[config.mk]
export PLATFORM = sky130hd
export DESIGN_NAME = ps2_host_tx
export DESIGN_NICKNAME = d
export VERILOG_FILES = /design/src/rtl/ps2_host_tx.sv
export SDC_FILE = /design/constraint.sdc
export NUM_CORES = 1
export LEC_CHECK = 0
export CAP_MARGIN = 20
export CORE_AREA = 2 2 82 84
export DETAILED_ROUTE_END_ITERATION = 10
export DIE_AREA = 0 0 84 86
export PLACE_DENSITY_LB_ADDON = 0.08
export SYNTH_ARGS = -nofsm -noshare
export SYNTH_HDL_FRONTEND = slang
export SYNTH_SLANG_ARGS = --single-unit
[constraint.sdc]
create_clock -name iCLK_50 -period 2.7 [get_ports iCLK_50]
set_input_delay 0.675 -clock iCLK_50 [delete_from_list [all_inputs] [get_ports iCLK_50]]
set_output_delay 0.675 -clock iCLK_50 [all_outputs]
set_load 0.03 [all_outputs]
[src/rtl/ps2_host_tx.sv]
// Host-to-device PS/2 transmitter: request-to-send, LSB-first shift with odd parity
// and stop, device ACK check, with a timeout from clock release back to idle.
module ps2_host_tx #(
   parameter int INHIBIT_CYCLES = 5000,
   parameter int REQ_CYCLES     = 250,
   parameter int TIMEOUT_CYCLES = 750000
) (
   input  logic       iCLK_50,
   input  logic       reset,
   input  logic [7:0] tx_data,
   input  logic       tx_valid,
   output logic       tx_ready,
   output logic       tx_done,
   output logic       tx_err,
   input  logic       ps2_clk_in,
   input  logic       ps2_dat_in,
   output logic       ps2_clk_oe,
   output logic       ps2_dat_oe
);

   localparam int PH_MAX = (INHIBIT_CYCLES > REQ_CYCLES) ? INHIBIT_CYCLES : REQ_CYCLES;
   localparam int PH_W   = $clog2(PH_MAX);
   localparam int TO_W   = $clog2(TIMEOUT_CYCLES);
   localparam logic [PH_W-1:0] INH_LAST = PH_W'(INHIBIT_CYCLES - 1);
   localparam logic [PH_W-1:0] REQ_LAST = PH_W'(REQ_CYCLES - 1);
   localparam logic [TO_W-1:0] TO_LAST  = TO_W'(TIMEOUT_CYCLES - 1);

   typedef enum logic [2:0] {IDLE, INHIBIT, REQ, SHIFT, ACK, WAIT_IDLE} state_t;

   state_t            state, state_next;
   logic [7:0]        data_reg;
   logic              parity_reg;
   logic [3:0]        bit_cnt;
   logic [PH_W-1:0]   ph_cnt;
   logic [TO_W-1:0]   to_cnt;
   logic              dat_bit;
   logic              ack_ok;
   logic              clk_s1, clk_s2, clk_prev;
   logic              dat_s1, dat_s2;
   logic              clk_fall;
   logic              timeout;
   logic              accept;
   logic              finish;
   logic              finish_err;

   assign clk_fall = clk_prev & ~clk_s2;
   assign timeout  = (to_cnt == TO_LAST);
   assign tx_ready = (state == IDLE);

   always_ff @(posedge iCLK_50 or posedge reset) begin
      if (reset) state <= IDLE;
      else       state <= state_next;
   end

   // The timeout overrides everything else once the host has released the clock.
   always_comb begin
      state_next = state;
      accept     = 1'b0;
      finish     = 1'b0;
      finish_err = 1'b0;
      ps2_clk_oe = 1'b0;
      ps2_dat_oe = 1'b0;
      case (state)
         IDLE: begin
            if (tx_valid) begin
               accept     = 1'b1;
               state_next = INHIBIT;
            end
         end
         INHIBIT: begin
            ps2_clk_oe = 1'b1;
            if (ph_cnt == INH_LAST) state_next = REQ;
         end
         REQ: begin
            ps2_clk_oe = 1'b1;
            ps2_dat_oe = 1'b1;
            if (ph_cnt == REQ_LAST) state_next = SHIFT;
         end
         SHIFT: begin
            ps2_dat_oe = dat_bit;
            if (clk_fall && bit_cnt == 4'd9) state_next = ACK;
         end
         ACK: begin
            if (clk_fall) state_next = WAIT_IDLE;
         end
         WAIT_IDLE: begin
            if (clk_s2 && dat_s2) begin
               state_next = IDLE;
               finish     = 1'b1;
               finish_err = ~ack_ok;
            end
         end
         default: state_next = IDLE;
      endcase
      if ((state inside {SHIFT, ACK, WAIT_IDLE}) && timeout) begin
         state_next = IDLE;
         finish     = 1'b1;
         finish_err = 1'b1;
         ps2_dat_oe = 1'b0;
      end
   end

   // Synchronizers idle high so a released bus never looks like a clock fall.
   always_ff @(posedge iCLK_50 or posedge reset) begin
      if (reset) begin
         clk_s1     <= 1'b1;
         clk_s2     <= 1'b1;
         clk_prev   <= 1'b1;
         dat_s1     <= 1'b1;
         dat_s2     <= 1'b1;
         data_reg   <= '0;
         parity_reg <= 1'b0;
         bit_cnt    <= '0;
         ph_cnt     <= '0;
         to_cnt     <= '0;
         dat_bit    <= 1'b0;
         ack_ok     <= 1'b0;
         tx_done    <= 1'b0;
         tx_err     <= 1'b0;
      end else begin
         clk_s1   <= ps2_clk_in;
         clk_s2   <= clk_s1;
         clk_prev <= clk_s2;
         dat_s1   <= ps2_dat_in;
         dat_s2   <= dat_s1;
         tx_done  <= finish;

         if (accept) begin
            data_reg   <= tx_data;
            parity_reg <= ~^tx_data;
            tx_err     <= 1'b0;
         end else if (finish) begin
            tx_err <= finish_err;
         end

         if (state == INHIBIT && state_next == REQ)   ph_cnt <= '0;
         else if (state == INHIBIT || state == REQ)   ph_cnt <= ph_cnt + 1'b1;
         else                                         ph_cnt <= '0;

         // The start bit stays on the line until the device's first clock fall.
         if (state == REQ) begin
            bit_cnt <= '0;
            to_cnt  <= '0;
            dat_bit <= 1'b1;
         end else if (state inside {SHIFT, ACK, WAIT_IDLE}) begin
            to_cnt <= to_cnt + 1'b1;
         end

         if (state == SHIFT && clk_fall) begin
            if (bit_cnt < 4'd8)       dat_bit <= ~data_reg[bit_cnt[2:0]];
            else if (bit_cnt == 4'd8) dat_bit <= ~parity_reg;
            else                      dat_bit <= 1'b0;
            bit_cnt <= bit_cnt + 1'b1;
         end

         if (state == ACK && clk_fall) ack_ok <= ~dat_s2;
      end
   end

endmodule

==> impl_metrics.csv <==
group,metric,value,unit
die,start_util,48.6,%
die,die_x,84,um
pwr,power_frac_comb,4.0,%
worst_setup_path,start_kind,"flip-flop",
pwr,peakVddDrop,0.476,mV
finish,largest_reg_flops,20,
worst_setup_path,crit_buf_inv,1,
job,cap_viol_max_count,0,
grt,grt.total_usage,20.0,%
placed_design,port-buffer-count,17,
route,avgViaCountPerCell,5.59,
worst_setup_path,required,2.03,ns
clock_tree,cts_tree,"yes",
pwr,pwr-share-seq,44.8,%
synthesis,synth_edf_count,0,
min_path,hp-class,"reg -> reg",
synthesis,synth_area_leaders,"dfrtp_1 43%, dfstp_2 4.3%, xnor2_1 4.3%",
synthesis,ys_seq_area_share,47.8,%
worst_setup_path,reg2reg_to,"to_cnt[19]",
synthesis,synth_seq_cells,58,
grt,antenna_found_initial,0,
grt,grt_pass1_vias,2336,
die,core,6280,um2
clock_tree,clock_path_buffers,2,
finish,finish.utilization,58.1,%
sta,hold_slack,0.357,ns
grt,grt_max_degree,25,
synthesis,synth_ff_type,"dfrtp_1",
worst_setup_path,cp-end-kind,"primary output",
route,detail-route-antenna-nets,0,
clock_tree,cts_resized,0,
pwr,p_sw,0.398,mW
grt,grt_pass1_wl,11400,um
route,drc,0,
pwr,swShare,20.0,%
worst_setup_path,critPathLaunch,"to_cnt[1]",
clock_tree,ctsHoldBuffers,0,
clock_tree,post-cts-setup-buffer-count,0,
synthesis,yosysWarnings,0,
route,dr.first_iter.drc_count,124,
sta,hold_viol_final,0,
worst_setup_path,r2r_start,"state[2]",
finish,final_nets,358,
run_status,status,"completed",
worst_setup_path,path_cells,"ha_1 -> and3_1 -> a21boi_0 -> and3_2 -> nor3_2 -> buf_4",
finish,final_common_cell,"dfrtp_1",
synthesis,synthDistinctLibCells,46,
sta,clock_skew,0.00839,ns
die,design.die.area,7220,um2
pwr,p_int,1.59,mW
clock_tree,cts.reportedPaths.clkPinSlew,0.06,ns
sta,tightest_slew,0.564,ns
synthesis,synthCells,309,
clock_tree,root_buffer,"clkbuf_8",
finish,final_cells,421,
worst_setup_path,cp.arrival,1.93,ns
route,wl_per_cell,15.3,um
synthesis,synth_top_area_share,43.5,%
placed_design,gp_congestion,0.812,
clock_tree,cts_buffers,9,
finish,drive_above_1_share,16.6,%
sta,setup_viol,0,
worst_setup_path,crit_fanout,5,
finish,antenna_cells,0,
worst_setup_path,rr_worst_depth,5,
pwr,p_per_area,546,nW/um2
synthesis,synth_nets,328,
clock_tree,cts.htree.levels,3,
synthesis,synth_top_cell_by_area,"dfrtp_1",
finish,synthToLayoutAreaGrowth,19.6,%
clock_tree,clkLatencyLatePin,0.34,ns
synthesis,avgSynthCellArea,9.87,um2
worst_setup_path,path_delay_family,"simple AND/OR/NAND/NOR gates",
synthesis,synthArstFlopShare,100,%
grt,grt-ovfl-total,0,
sta,fin_crit_sh,96.6,%
finish,mostFrequentLayoutCells,"52 x dfrtp_1, 31 x nor2_1, 20 x nand2_1, 16 x a21oi_1, 16 x clkdlybuf4s50_1",
worst_setup_path,ff2ff_setup_slack,0.68,ns
worst_setup_path,worst-path-stages,6,
worst_setup_path,max_stage_delay,0.42,ns
route,dr_total_vias,2355,
placed_design,dp.cells,405,
sta,finalSetupTns,0,ns
route,drt_pre_antenna_iters,4,
sta,min_period,2.61,ns
placed_design,dp_hpwl,4580,um
clock_tree,clkSinkCount,58,
worst_setup_path,cp_slowest_cell,"dfrtp_1",
worst_setup_path,crit_end,"ps2_dat_oe",
sta,rsz0062_at_grt,"no",
pwr,leakage,1.53,nW
sta,fmax,0.383,GHz
die,io_pins,18,
die,die_height,86,um
sta,relSlewSlack,62.2,%
sta,maxSlewViolCount,0,
die,row_count,29,
synthesis,syn_area,3050,um2
worst_setup_path,crit_type,"reg -> out",
pwr,clkPwrFrac,51.1,%
route,drt_wl_total,6450,um
## cells in the mapped netlist, types with 3 or more instances
| master | count |
|---|---|
| mux2_2 | 10 |
| a31oi_1 | 5 |
| o211ai_1 | 4 |
| nor3_1 | 12 |
| dfrtp_1 | 53 |
| nand4_1 | 13 |
| o21ai_0 | 12 |
| a21oi_1 | 16 |
| clkbuf_1 | 8 |
| nor4_1 | 3 |
| nand3_1 | 12 |
| o31ai_1 | 3 |
| nand2b_1 | 4 |
| xor2_1 | 12 |
| nor2b_1 | 6 |
| xnor2_1 | 15 |
| dfstp_2 | 5 |
| ha_1 | 6 |
| or3_1 | 7 |
| nand2_1 | 20 |
| nor2_1 | 31 |
| and3_1 | 5 |
| inv_1 | 10 |
| and4_1 | 5 |
| nand3b_1 | 3 |
## cell type report
type                            instances  area [um2]
Fill cell                             555        2630
Timing Repair Buffer                   29         270
Multi-Input combinational cell        231        1530
Sequential cell                        58        1460
Tap cell                               77        96.3
Inverter                               10        37.5
Clock inverter                          4        97.6
Clock buffer                           12         155
## worst reg2reg max path, stage by stage, from the launching register on
cell and delay, ns:
dfrtp_1 0.48, buf_4 0.24, xor2_2 0.36, nand3_2 0.19
or4_1 0.52, a21oi_1 0.15
## cell families (layout without fill, tap and decap cells)
family,Yosys count,after routing,synth area share (%)
fa+ha+maj,6,6,2.46
buf+inv,20,55,2.54
simple gates,134,134,23.7
xor+xnor,28,28,8.29
mux,12,12,5.17
compound gates,51,51,10.1
flops,58,58,47.8
## power groups by stage
stage | Clock, mW | Sequential [mW] | Combinational, mW
floorplan | 0 | 0.908 | 0.0453
global placement | 0 | 0.909 | 0.0821
detailed placement | 0 | 0.909 | 0.0827
CTS | 1.04 | 0.893 | 0.0829
global route | 1.08 | 0.894 | 0.0903
finish | 1.02 | 0.893 | 0.0803
## routing by layer
metal	track usage, %	vias to the layer above	part of all wire (%)	wire length [um]
li1	-	1169	-	-
met5	0	-	0	0
met4	9.82	0	2.2	139
met2	31.7	39	49	3140
met1	26.3	1135	47	3000
met3	4.33	12	2.5	164
## per-stage QoR
stage | setup WS [ns] | power, mW | area (um2)
finish | 0.0915 | 1.99 | 3650
global route | 0.00169 | 2.06 | 3650
CTS | 0.00601 | 2.01 | 3640
detailed placement | 0.383 | 0.992 | 3390
global placement | 0.404 | 0.991 | 3390
floorplan | 0.145 | 0.954 | 3050
## how the worst min path moves through the flow
stage | start | to | slack (ns) | cells past startpoint
final | dat_s1 | dat_s2 | 0.36 | 0
after global routing | clk_s1 | clk_s2 | 0.36 | 0
after CTS | clk_s1 | clk_s2 | 0.36 | 0
after detailed placement | dat_s1 | dat_s2 | 0.35 | 0
after global placement | clk_s1 | clk_s2 | 0.35 | 0
after floorplan | clk_s1 | clk_s2 | 0.35 | 0
No activity file was read; power rests on OpenSTA's default activity.
